File: src/rtl/xmpl_dsp_stage_rsp.sv
// xmpl_dsp_stage_rsp: one response stage of the DSP chain (CIC/FFT/FLT).
// A rising edge on the enable starts a job of frame_len_i samples. The stage
// forwards samples through a single skid-free output register with 1-cycle
// latency, tags the final sample with m_last_o, then reports done status.
//
// Ports:
//   clk_i        - clock, all state on rising edge
//   reset_n_i    - asynchronous active-low reset
//   en_i         - stage enable from the sequencing FSM
//   frame_len_i  - samples per frame, sampled only at job start
//   s_valid_i / s_data_i / s_ready_o - upstream sample handshake
//   m_valid_o / m_data_o / m_last_o / m_ready_i - downstream sample handshake
//   status_o     - stage done
//   err_o        - job rejected (zero-length frame)
//   state_o      - current state encoding (debug)
module xmpl_dsp_stage_rsp #(
  parameter int unsigned DATA_W = 16,
  parameter int unsigned LEN_W  = 10
) (
  input  logic              clk_i,
  input  logic              reset_n_i,
  input  logic              en_i,
  input  logic [LEN_W-1:0]  frame_len_i,
  input  logic              s_valid_i,
  input  logic [DATA_W-1:0] s_data_i,
  output logic              s_ready_o,
  output logic              m_valid_o,
  output logic [DATA_W-1:0] m_data_o,
  output logic              m_last_o,
  input  logic              m_ready_i,
  output logic              status_o,
  output logic              err_o,
  output logic [2:0]        state_o
);

  typedef enum logic [2:0] {
    StIdle  = 3'd0,
    StArm   = 3'd1,
    StRun   = 3'd2,
    StDrain = 3'd3,
    StDone  = 3'd4,
    StErr   = 3'd5
  } state_e;

  state_e            r_state;
  logic              r_en;
  logic              r_seen_low;
  logic [LEN_W-1:0]  r_cnt;
  logic [LEN_W-1:0]  r_len;
  logic              r_m_valid;
  logic [DATA_W-1:0] r_m_data;
  logic              r_m_last;
  logic              r_status;
  logic              r_err;

  logic w_start;
  logic w_abort;
  logic w_s_ready;
  logic w_accept;
  logic w_out_hs;
  logic w_final;

  // r_seen_low blocks a start until en_i has been observed low after reset, so
  // an enable held high across reset release does not look like a rising edge.
  assign w_start   = en_i & ~r_en & r_seen_low;
  assign w_abort   = ~en_i & ((r_state == StArm) | (r_state == StRun) | (r_state == StDrain));
  assign w_s_ready = (r_state == StRun) & (~r_m_valid | m_ready_i);
  assign w_accept  = s_valid_i & w_s_ready;
  assign w_out_hs  = r_m_valid & m_ready_i;
  // len_q >= 1 whenever RUN is reached, so len_q-1 never underflows here.
  assign w_final   = (r_cnt == (r_len - LEN_W'(1)));

  always_ff @(posedge clk_i or negedge reset_n_i) begin
    if (!reset_n_i) begin
      r_state    <= StIdle;
      r_en       <= 1'b0;
      r_seen_low <= 1'b0;
      r_cnt      <= '0;
      r_len      <= '0;
      r_m_valid  <= 1'b0;
      r_m_data   <= '0;
      r_m_last   <= 1'b0;
      r_status   <= 1'b0;
      r_err      <= 1'b0;
    end else begin
      r_en       <= en_i;
      r_seen_low <= r_seen_low | ~en_i;
      if (w_abort) begin
        // Pending output sample is dropped.
        r_state   <= StIdle;
        r_m_valid <= 1'b0;
        r_m_last  <= 1'b0;
        r_cnt     <= '0;
        r_status  <= 1'b0;
      end else begin
        case (r_state)
          StIdle: begin
            r_status <= 1'b0;
            r_err    <= 1'b0;
            if (w_start) begin
              r_len <= frame_len_i;
              if (frame_len_i == '0) begin
                r_state <= StErr;
                r_err   <= 1'b1;
              end else begin
                r_state <= StArm;
              end
            end
          end
          StArm: begin
            r_cnt     <= '0;
            r_m_valid <= 1'b0;
            r_m_data  <= '0;
            r_m_last  <= 1'b0;
            r_state   <= StRun;
          end
          StRun: begin
            if (w_accept) begin
              r_m_data  <= s_data_i;
              r_m_valid <= 1'b1;
              r_m_last  <= w_final;
              r_cnt     <= r_cnt + LEN_W'(1);
              if (w_final) begin
                r_state <= StDrain;
              end
            end else if (w_out_hs) begin
              r_m_valid <= 1'b0;
              r_m_last  <= 1'b0;
            end
          end
          StDrain: begin
            if (w_out_hs && r_m_last) begin
              r_m_valid <= 1'b0;
              r_m_last  <= 1'b0;
              r_status  <= 1'b1;
              r_state   <= StDone;
            end
          end
          StDone: begin
            r_status <= 1'b1;
            if (!en_i) begin
              r_status <= 1'b0;
              r_state  <= StIdle;
            end
          end
          StErr: begin
            r_err    <= 1'b1;
            r_status <= 1'b0;
            if (!en_i) begin
              r_err   <= 1'b0;
              r_state <= StIdle;
            end
          end
          default: begin
            // Unreachable encodings recover to IDLE with a clean output side.
            r_state   <= StIdle;
            r_cnt     <= '0;
            r_m_valid <= 1'b0;
            r_m_last  <= 1'b0;
            r_status  <= 1'b0;
            r_err     <= 1'b0;
          end
        endcase
      end
    end
  end

  assign s_ready_o = w_s_ready;
  assign m_valid_o = r_m_valid;
  assign m_data_o  = r_m_data;
  assign m_last_o  = r_m_last;
  assign status_o  = r_status;
  assign err_o     = r_err;
  assign state_o   = r_state;

endmodule

File: config.mk
export PLATFORM = sky130hd
export DESIGN_NAME = xmpl_dsp_stage_rsp
export DESIGN_NICKNAME = d
export VERILOG_FILES = /design/src/rtl/xmpl_dsp_stage_rsp.sv
export SDC_FILE = /design/constraint.sdc
export NUM_CORES = 1
export LEC_CHECK = 0
export CAP_MARGIN = 20
export CELL_PAD_IN_SITES_DETAIL_PLACEMENT = 1
export CELL_PAD_IN_SITES_GLOBAL_PLACEMENT = 1
export CORE_ASPECT_RATIO = 1.2
export CORE_MARGIN = 5
export CORE_UTILIZATION = 34
export CTS_CLUSTER_DIAMETER = 100
export DETAILED_ROUTE_END_ITERATION = 8
export PLACE_DENSITY = 0.8
export REMOVE_ABC_BUFFERS = 1
export SYNTH_ARGS = -nofsm -noshare
export SYNTH_HDL_FRONTEND = slang
export SYNTH_SLANG_ARGS = --single-unit
File: constraint.sdc
create_clock -name clk_i -period 1.9 [get_ports clk_i]
set_input_delay 0.19 -clock clk_i [delete_from_list [all_inputs] [get_ports clk_i]]
set_output_delay 0.19 -clock clk_i [all_outputs]
set_load 0.005 [all_outputs]
==> key figures <==
Global route
  • First-pass GRT wire length: 12,000 um
  • GRT Total Usage: 0.167
  • Initial antenna violation count: 0
  • Vias in the first global route: 2,455
  • Largest net degree at the start of global routing: 27
  • Total grt overflow: 0

Synth
  • Number of flops mapped to enable cells by yosys: 0
  • Yosys warns: 0
  • Mean area per synthesized cell: 9.17 um2
  • Seq/Total Area, Yosys: 0.463
  • Synth Cell Area: 2430 um2
  • Yosys reg bits: 45
  • Main flop type after synthesis: dfrtp_1
  • Asr flop ratio synth: 1.00
  • Gate Count Post-Synth: 265
  • Yosys cell types: 49

Setup path
  • Crit path DAT: 2.09 ns
  • Critical path depth: 6
  • Critical path class: reg2reg
  • Crit path max fanout: 3
  • Buf/Inv on CP: 1
  • Worst Setup SP: r_len[1]
  • Reg2Reg Launch Point: r_len[1]
  • CP Launch Type: register
  • Path depth of the worst reg2reg path: 6
  • Critical path required time: 2.10 ns
  • Critical path's slowest cell: or4_1
  • Critical path's top delay family: compound AO/OA/AOI/OAI gates
  • Cells along the critical path: buf_4, or4_1, o21ai_2, a21o_1, o211ai_1, o32ai_1
  • Setup crit end kind: register
  • CP peak stage delay: 0.52 ns

Finish
  • Fin nets: 379
  • Layout area overhead: 41.9%
  • Share of cells above drive strength 1: 0.187
  • Final Core Density: 0.500
  • Antenna fix cells: 0

Floorplanning
  • Die Height: 103 um
  • Core ar.: 6900 um2
  • Initial Util: 0.353
  • Row cnt: 33
  • Die X: 87.2 um
  • I/O pin cnt: 55
  • Die area: 8950 um2

Routing
  • Initial drt markers: 66
  • TritonRoute pass-1 iters: 4
  • Final ANT Viol Nets: 0
  • Wire per inst: 16.2 um
  • Drt drc: 0
  • Vias per cell: 5.28
  • Final WL: 7030 um
  • Vias: 2,293

STA
  • Final setup fails: 0
  • Final Cycle Share: 0.994
  • Skew final: 0.00714 ns
  • Final worst slack: 0.0110 ns
  • Final Max Slew Viols: 0
  • Slew HR: 0.605
  • RSZ-0062 raised after global routing: true
  • Hold_ws: 0.421 ns
  • Worst slew pin tran: 0.592 ns
  • Fin crit period: 1.89 ns
  • Hold Vio Cnt, Final: 0
  • Fmax: 529 MHz

Clocking
  • Clock transition at path regs: 0.09 ns
  • Htree depth: 2
  • TritonCTS Buffers: 5
  • CTS Sinks: 45
  • CTS tree: done
  • Maximum clock path buffer count: 2
  • Clock Latency Late Sink: 0.30 ns
  • Root Driver: clkbuf_8

Power and ir drop
  • Logic pwr share: 0.272
  • Sw Share: 0.284
  • Sequential share of power: 0.417
  • Clk pwr share: 0.311
  • Net Switching: 798 uW
  • PwrDens: 814 nW/um2
  • Leak: 0.00152 uW
  • Peak VDD IR: 0.000458 V
  • Pint: 2010 uW

Place
  • Placer Congestion: 0.801
  • Pre-CTS WS: -0.125 ns
  • PortBufs: 54
  • Post-DP HPWL: 5230 um

Job
  • Max cap viols: 0

Worst hold path
  • Worst Hold Depth: 3
  • HP Start: s_data_i[7]
  • Hold Crit Class: in2reg

Status
  • Status: finished, final reports clean
state kept, by name, summed over array words and instances (netlist names):
| name | count |
|---|---|
| m_last_o | 1 |
| r_len | 10 |
| r_en | 1 |
| err_o | 1 |
| r_cnt | 10 |
| r_seen_low | 1 |
| m_data_o | 16 |
| m_valid_o | 1 |
| status_o | 1 |
| state_o | 3 |
power by group through the flow:
stage,registers [uW],logic [uW],clock network [uW]
6_report,1170,764,872
5_1_grt,1190,847,932
4_1_cts,1170,749,895
3_5_place_dp,1180,697,0
3_3_place_gp,1170,677,0
2_1_floorplan,1170,321,0
through the flow:
stage               total power [uW]  cells  TNS (ns)  instance area (um2)
floorplan                       1490    253     -2.96                 2370
global placement                1850    419    -0.680                 3200
detailed placement              1870    419     -1.69                 3200
CTS                             2810    432  -0.00270                 3420
global route                    2970    434    -0.184                 3450
finish                          2810    434         0                 3450
layout by cell type, fill, tap and decap left out, drive strengths merged, types with 4 or more instances in the layout:
cell type,n
xnor2,5
nor3,4
nand2b,7
o21ai,19
o31ai,7
nor2b,5
clkbuf,5
dfrtp,45
buf,32
nor2,13
nand3,23
mux2,10
and3,5
nand2,43
inv,12
clkdlybuf4s50,52
a21oi,5
cell type report:
type / count / area (um2)
Fill cell: 793 / 3440
Tap cell: 87 / 109
Multi-Input combinational cell: 196 / 1250
Clock buffer: 5 / 68.8
Inverter: 12 / 45.0
Timing Repair Buffer: 86 / 788
Clock inverter: 3 / 65.1
Sequential cell: 45 / 1130
what timing repair did:
| action | in CTS | in global routing |
|---|---|---|
| endpoints found under the setup margin | 19 | 4 |
| hold buffers | 1 | 0 |
| hold endpoints to repair | 24 | 0 |
| resized for setup | 13 | 4 |
| setup buffers | 4 | 2 |
| pin swaps | 7 | 3 |
final timing paths:
path | to | slack, ns
worst max-delay path | state_o[0] | 0.01
worst min-delay path | m_data_o[7] | 0.42
worst max register to register | state_o[0] | 0.01
worst min register to register | m_data_o[7] | 0.47
max in group asynchronous | r_len[4] | 0.88
min in group asynchronous | m_last_o | 0.43
kinds of logic (layout without fill, tap and decap cells):
group	Yosys count	count (layout)	synth area share
AO/OA/AOI/OAI	53	53	0.148
multiplexers	10	10	0.0463
buffers and inverters	24	106	0.0432
AND/OR/NAND/NOR	123	123	0.260
flip-flops	45	45	0.463
adder cells (fa/ha/maj)	2	2	0.0103
XOR/XNOR	8	8	0.0288
synthesized netlist by cell type, types with 4 or more instances:
cell       n  share of area
nand3_1   22          0.045
clkbuf_1   9          0.014
nand2b_1   7          0.018
xnor2_1    5          0.018
nand2_1   43          0.066
nor2_1    13          0.020
nor2b_1    5          0.013
o21ai_0   18          0.037
nor3_1     4         0.0082
mux2_2    10          0.046
inv_1     12          0.019
o31ai_1    7          0.022
a21oi_1    5          0.010
and3_1     5          0.013
dfrtp_1   45           0.46
layer usage:
metal,track usage,vias to the layer above,part of all wire
met1,0.200,1137,0.41
li1,-,1100,-
met2,0.295,49,0.52
met5,0,-,0
met3,0.0480,7,0.062
met4,0.0437,0,0.011
worst register-to-register path, delay by kind of cell (launching register included):
family	cells	cell delay (ns)
flip-flops	1	0.42
buffers and inverters	1	0.15
AND/OR/NAND/NOR	1	0.52
AO/OA/AOI/OAI	4	0.69
Note: power is estimated with default switching activity, not from simulation.
